**config.mk**
```make
export PLATFORM = sky130hd
export DESIGN_NAME = multicycle_control_fsm
export DESIGN_NICKNAME = d
export VERILOG_FILES = /design/src/rtl/multicycle_control_fsm.sv
export SDC_FILE = /design/constraint.sdc
export NUM_CORES = 1
export LEC_CHECK = 0
export CAP_MARGIN = 10
export CORE_ASPECT_RATIO = 1.2
export CORE_MARGIN = 2
export CORE_UTILIZATION = 45
export DETAILED_ROUTE_END_ITERATION = 8
export GPL_TIMING_DRIVEN = 0
export PLACE_DENSITY = 0.79
export SYNTH_ARGS = -nofsm -noshare
export SYNTH_HDL_FRONTEND = slang
export SYNTH_SLANG_ARGS = --single-unit
export TNS_END_PERCENT = 50
```
**constraint.sdc**
```tcl
create_clock -name clk -period 3.5 [get_ports clk]
set_input_delay 0.7 -clock clk [delete_from_list [all_inputs] [get_ports clk]]
set_output_delay 0.7 -clock clk [all_outputs]
set_load 0.05 [all_outputs]
```
**src/rtl/multicycle_control_fsm.sv**
```systemverilog
// Main control FSM for a multicycle datapath.
// Sequences fetch, decode, memory, ALU and branch steps.
module multicycle_control_fsm #(
  parameter int STALL_EN = 1
) (
  input  logic       clk,
  input  logic       reset,
  input  logic [1:0] Op,
  input  logic [5:0] Funct,
  input  logic       MemReady,
  output logic       IRWrite,
  output logic       NextPC,
  output logic       RegW,
  output logic       MemW,
  output logic       Branch,
  output logic       ALUOp,
  output logic       AdrSrc,
  output logic [1:0] ALUSrcA,
  output logic [1:0] ALUSrcB,
  output logic [1:0] ResultSrc,
  output logic       Illegal,
  output logic [3:0] State
);

  typedef enum logic [3:0] {
    FETCH  = 4'd0,
    DECODE = 4'd1,
    MEMADR = 4'd2,
    MEMRD  = 4'd3,
    MEMWB  = 4'd4,
    MEMWR  = 4'd5,
    EXECR  = 4'd6,
    EXECI  = 4'd7,
    ALUWB  = 4'd8,
    BRANCH = 4'd9
  } state_t;

  typedef struct packed {
    logic       adr;
    logic       aluop;
    logic       regw;
    logic       memw;
    logic       branch;
    logic [1:0] srca;
    logic [1:0] srcb;
    logic [1:0] res;
  } ctl_t;

  state_t state;
  state_t nxt;
  ctl_t   ctl_q;
  logic   rdy;
  logic   unused_funct;

  assign unused_funct = ^Funct[4:1];

  // With stalling disabled every memory access completes at once.
  assign rdy = (STALL_EN != 0) ? MemReady : 1'b1;

  // Per-state datapath controls; unlisted fields stay zero.
  function automatic ctl_t ctl_of(state_t s);
    ctl_t c;
    c = '0;
    unique case (s)
      FETCH: begin
        c.srca = 2'b01;
        c.srcb = 2'b10;
        c.res  = 2'b10;
      end
      DECODE: begin
        c.srca = 2'b01;
        c.srcb = 2'b10;
        c.res  = 2'b10;
      end
      MEMADR: begin
        c.srcb = 2'b01;
      end
      MEMRD: begin
        c.adr = 1'b1;
      end
      MEMWB: begin
        c.res  = 2'b01;
        c.regw = 1'b1;
      end
      MEMWR: begin
        c.adr  = 1'b1;
        c.memw = 1'b1;
      end
      EXECR: begin
        c.aluop = 1'b1;
      end
      EXECI: begin
        c.srcb  = 2'b01;
        c.aluop = 1'b1;
      end
      ALUWB: begin
        c.regw = 1'b1;
      end
      BRANCH: begin
        c.srca   = 2'b10;
        c.srcb   = 2'b01;
        c.res    = 2'b10;
        c.branch = 1'b1;
      end
      default: c = '0;
    endcase
    return c;
  endfunction

  // Next-state selection; Op/Funct only matter in DECODE and MEMADR.
  always_comb begin
    nxt = FETCH;
    unique case (state)
      FETCH:  nxt = rdy ? DECODE : FETCH;
      DECODE: begin
        unique case (1'b1)
          Op == 2'b01: nxt = MEMADR;
          Op == 2'b00: nxt = Funct[5] ? EXECI : EXECR;
          Op == 2'b10: nxt = BRANCH;
          default:     nxt = FETCH;
        endcase
      end
      MEMADR: nxt = Funct[0] ? MEMRD : MEMWR;
      MEMRD:  nxt = rdy ? MEMWB : MEMRD;
      MEMWB:  nxt = FETCH;
      MEMWR:  nxt = rdy ? FETCH : MEMWR;
      EXECR:  nxt = ALUWB;
      EXECI:  nxt = ALUWB;
      ALUWB:  nxt = FETCH;
      BRANCH: nxt = FETCH;
      default: nxt = FETCH;
    endcase
  end

  // State register with controls registered from the next state.
  always_ff @(posedge clk) begin
    if (reset) begin
      state <= FETCH;
      ctl_q <= ctl_of(FETCH);
    end else begin
      state <= nxt;
      ctl_q <= ctl_of(nxt);
    end
  end

  // Strobes are forced low while reset is held.
  assign IRWrite   = (state == FETCH) & rdy & ~reset;
  assign NextPC    = (state == FETCH) & rdy & ~reset;
  assign Illegal   = (state == DECODE) & (Op == 2'b11) & ~reset;
  assign RegW      = ctl_q.regw & ~reset;
  assign MemW      = ctl_q.memw & ~reset;
  assign Branch    = ctl_q.branch & ~reset;
  assign ALUOp     = ctl_q.aluop;
  assign AdrSrc    = ctl_q.adr;
  assign ALUSrcA   = ctl_q.srca;
  assign ALUSrcB   = ctl_q.srcb;
  assign ResultSrc = ctl_q.res;
  assign State     = state;

endmodule

```
==> PnR_summary.wiki <==
{| class="wikitable"
! Metric !! Value
|-
| Synthesized area divided by synthesized cell count || approximately 9.6 µm²
|-
| Master of the slowest instance on the critical path || sky130_fd_sc_hd__clkdlybuf4s50_1
|-
| Count of standard-cell rows || 15
|-
| Buffers on Ports || 23
|-
| Vias in the first global route || 540
|-
| Largest net degree at the start of global routing || 10
|-
| CTS tree || built
|-
| Post-cts repair resize count || 0
|-
| Area of the core region || roughly 1500 µm²
|-
| Layout-stage area growth over the synthesis result || 38.42%
|-
| Die extent in x || between 40 and 50 µm
|-
| Clock buffer depth || 2
|-
| Detail Route Antenna Nets || 0
|-
| Number of antenna violations at the first check in global routing || 0
|-
| Cell seen most often among critical-path stages || sky130_fd_sc_hd__clkdlybuf4s50_1
|-
| Total overflow reported by the global router || 0
|-
| Worst-path maximum fanout || 5
|-
| Number of pins with negative max-slew slack in the final report || 0
|-
| Worst Hold Margin || between 0.6 and 0.7 ns
|-
| Root Driver || sky130_fd_sc_hd__clkbuf_4
|-
| Final critical delay including setup and external delays || ~3.2 ns
|-
| Placed Instances || approximately 120
|-
| Post-synth EDFFs || 0
|-
| Hold buffer count at CTS || 0
|-
| Cell chain of the critical path || clkdlybuf4s50_1 -> nand2b_1 -> nor4_2 -> buf_4 -> clkdlybuf4s50_1
|-
| Total of max-cap violations || 0
|-
| Highest cell delay on the worst timing path || 0.79 ns
|-
| Crit path launch type || primary input
|-
| Highest Clock Rate || around 310 MHz
|-
| Number of buffers created by CTS || 3
|-
| Most area-consuming cells after synthesis || sky130_fd_sc_hd__dfxtp_1 (38%), sky130_fd_sc_hd__buf_4 (9.3%), sky130_fd_sc_hd__nor2_1 (3.6%)
|-
| Top-Level Pins || 29
|-
| Final setup viols || 0
|-
| Total power draw || between 0.4 and 0.5 mW
|-
| Sum Neg Setup Slack || 0 ns
|-
| Net count after synthesis || 87
|-
| Fraction of layout cells with a size suffix above 1 || between 20% and 30%
|-
| Sequential cell area fraction in the yosys report || 38.42%
|-
| Worst setup margin || 0.3208 ns
|-
| Synth area leader || sky130_fd_sc_hd__dfxtp_1
|-
| Via count || 617
|-
| Final cell utilization of the core || 68.10%
|-
| Cell family with the largest share of critical-path delay || buffers and inverters
|-
| Post-route non-filler standard cell count || between 100 and 150
|-
| Drt total wl || about 1.4 mm
|-
| DR pass1 iterations || 4
|-
| Worst slack at placement || approximately 0.31 ns
|-
| Count of cell types in the netlist || 31
|-
| Clock-pin slew on the worst setup and hold paths || roughly 0.070 ns
|-
| Final GP Congestion || between 0.8 and 0.9
|-
| Total non-filler cell area in the finished layout || a little over 1000 µm²
|-
| Type of destination of the critical path || primary output
|-
| Pin slew with the least headroom to its limit || 0.4985 ns
|-
| Top_reg_cell synth || sky130_fd_sc_hd__dfxtp_1
|-
| Number of levels the H-tree was split into || 1
|-
| Post-CTS repair timing setup buffer count || 0
|-
| Cell Pwr Density || between 400 and 500 nW/µm²
|-
| GRT Util Overall || between 15 and 20%
|-
| Initial cell density of the core || just under 50%
|-
| Run status || finished, final reports clean
|-
| Number of register bits inferred by synthesis || 14
|-
| DR WL/cell || 11.83 µm
|-
| IR Drop Worst-Case VDD || roughly 0.30 mV
|-
| Floorplan die area || a little under 2000 µm²
|-
| Most instantiated library cell after synthesis || sky130_fd_sc_hd__dfxtp_1
|-
| Clock network latency to the later pin of the worst-skew pair || 0.27 ns
|-
| Fill cell count || 125
|-
| Total DRC errors in the routed layout || 0
|-
| Detailed router's first-iteration violation count || 4
|-
| Floorplan die height || ~48 µm
|-
| First-pass GRT wire length || approximately 2.3 mm
|-
| Synthesized cell area || around 730 µm²
|-
| Leading post-synthesis cells by instance count || sky130_fd_sc_hd__dfxtp_1 (14), sky130_fd_sc_hd__buf_4 (9), sky130_fd_sc_hd__nor2_1 (7)
|-
| Crit path DAT || 2.48 ns
|-
| Final worst-path cycle share || about nine tenths
|-
| Bufs and invs on worst path || 3
|-
| Kind of critical path || in2out
|-
| Relative slew slack || approximately two thirds
|-
| Share of the synthesized area in the top cell type || between 30% and 40%
|-
| Instance area after placement || 987.2 µm²
|-
| Count of endpoints failing hold in the final timing report || 0
|-
| Fraction of registers with async set/reset || 0%
|-
| P_leak || roughly 0.43 nW
|-
| Sinks on the clock net || 14
|-
| Total of warnings raised by yosys || 0
|-
| Unrepaired setup endpoints after global routing || false
|-
| Crit path required time || 2.80 ns
|-
| Layout Nets || 115
|-
| Antenna diode instance count || 0
|-
| Cell count after synthesis || 76
|-
| Setup skew after layout || 0.001948 ns
|-
| Path type of the worst min-delay path || reg2reg
|-
| Mean number of vias per cell || 5.185
|-
| DPL Wire Length || around 1.1 mm
|}
layout make-up:
type	instances	area, µm²	share of cell area (%)
Multi-Input combinational cell	48	369.1	36.56
Sequential cell	14	280.3	27.76
Timing Repair Buffer	23	230.2	22.80
Buffer	10	71.32	7.063
Clock buffer	3	22.52	2.230
Tap cell	17	21.27	2.107
Inverter	4	15.01	1.487
report_power, final:
group | internal (mW) | switching (mW)
Combinational | 0.0621 | 0.0897
Clock | 0.0398 | 0.0447
Sequential | 0.171 | 0.00790
per-layer routing:
metal / global-route usage (%) / part of all wire [%]
met4: 2.000 / 0.28
met2: 29.52 / 50
met5: 0 / 0
met1: 21.84 / 45
met3: 7.306 / 5.3
state kept, by name (all words and copies together) (netlist names):
| name | count |
|---|---|
| State | 4 |
| ctl_q | 3 |
| ALUSrcB | 2 |
| ResultSrc | 2 |
| ALUOp | 1 |
| ALUSrcA | 1 |
| AdrSrc | 1 |
worst register-to-register path, stage by stage (launching register included):
cell	delay, ns
sky130_fd_sc_hd__dfxtp_1	0.34
sky130_fd_sc_hd__buf_4	0.16
sky130_fd_sc_hd__mux2_4	0.32
sky130_fd_sc_hd__a211oi_2	0.38
sky130_fd_sc_hd__nand2_1	0.18
sky130_fd_sc_hd__o41ai_2	0.23
logic make-up (layout without fill, tap and decap cells):
family                 count (synthesis)  after routing  synth area share [%]
flip-flops                            14             14                 38.42
multiplexers                           1              1                 2.058
AND/OR/NAND/NOR                       31             31                 27.27
buffers and inverters                 14             40                 11.83
AO/OA/AOI/OAI                         16             16                 20.41
path summary, 6_finish.rpt:
kind	startpoint	end	depth (start not counted)	slack, ns
setup / recovery	MemReady	NextPC	5	0.32
hold / removal	State[3]$_SDFF_PP0_	ResultSrc[1]$_SDFF_PP1_	2	0.67
setup reg to reg	State[1]$_SDFF_PP0_	ALUSrcB[0]$_SDFF_PP0_	5	1.80
hold reg to reg	State[3]$_SDFF_PP0_	ResultSrc[1]$_SDFF_PP1_	2	0.67
placed cells by master, fill, tap and decap left out, types with 2 or more instances in the layout:
cell	n
sky130_fd_sc_hd__nor4_2	3
sky130_fd_sc_hd__buf_4	9
sky130_fd_sc_hd__a211o_1	2
sky130_fd_sc_hd__inv_1	4
sky130_fd_sc_hd__nor2b_1	3
sky130_fd_sc_hd__clkbuf_4	3
sky130_fd_sc_hd__and3_1	4
sky130_fd_sc_hd__dfxtp_1	14
sky130_fd_sc_hd__nand2_1	4
sky130_fd_sc_hd__nor2_1	7
sky130_fd_sc_hd__clkdlybuf4s50_1	23
sky130_fd_sc_hd__nand2b_1	3
sky130_fd_sc_hd__o31ai_1	3
No activity file was read; power rests on OpenSTA's default activity.
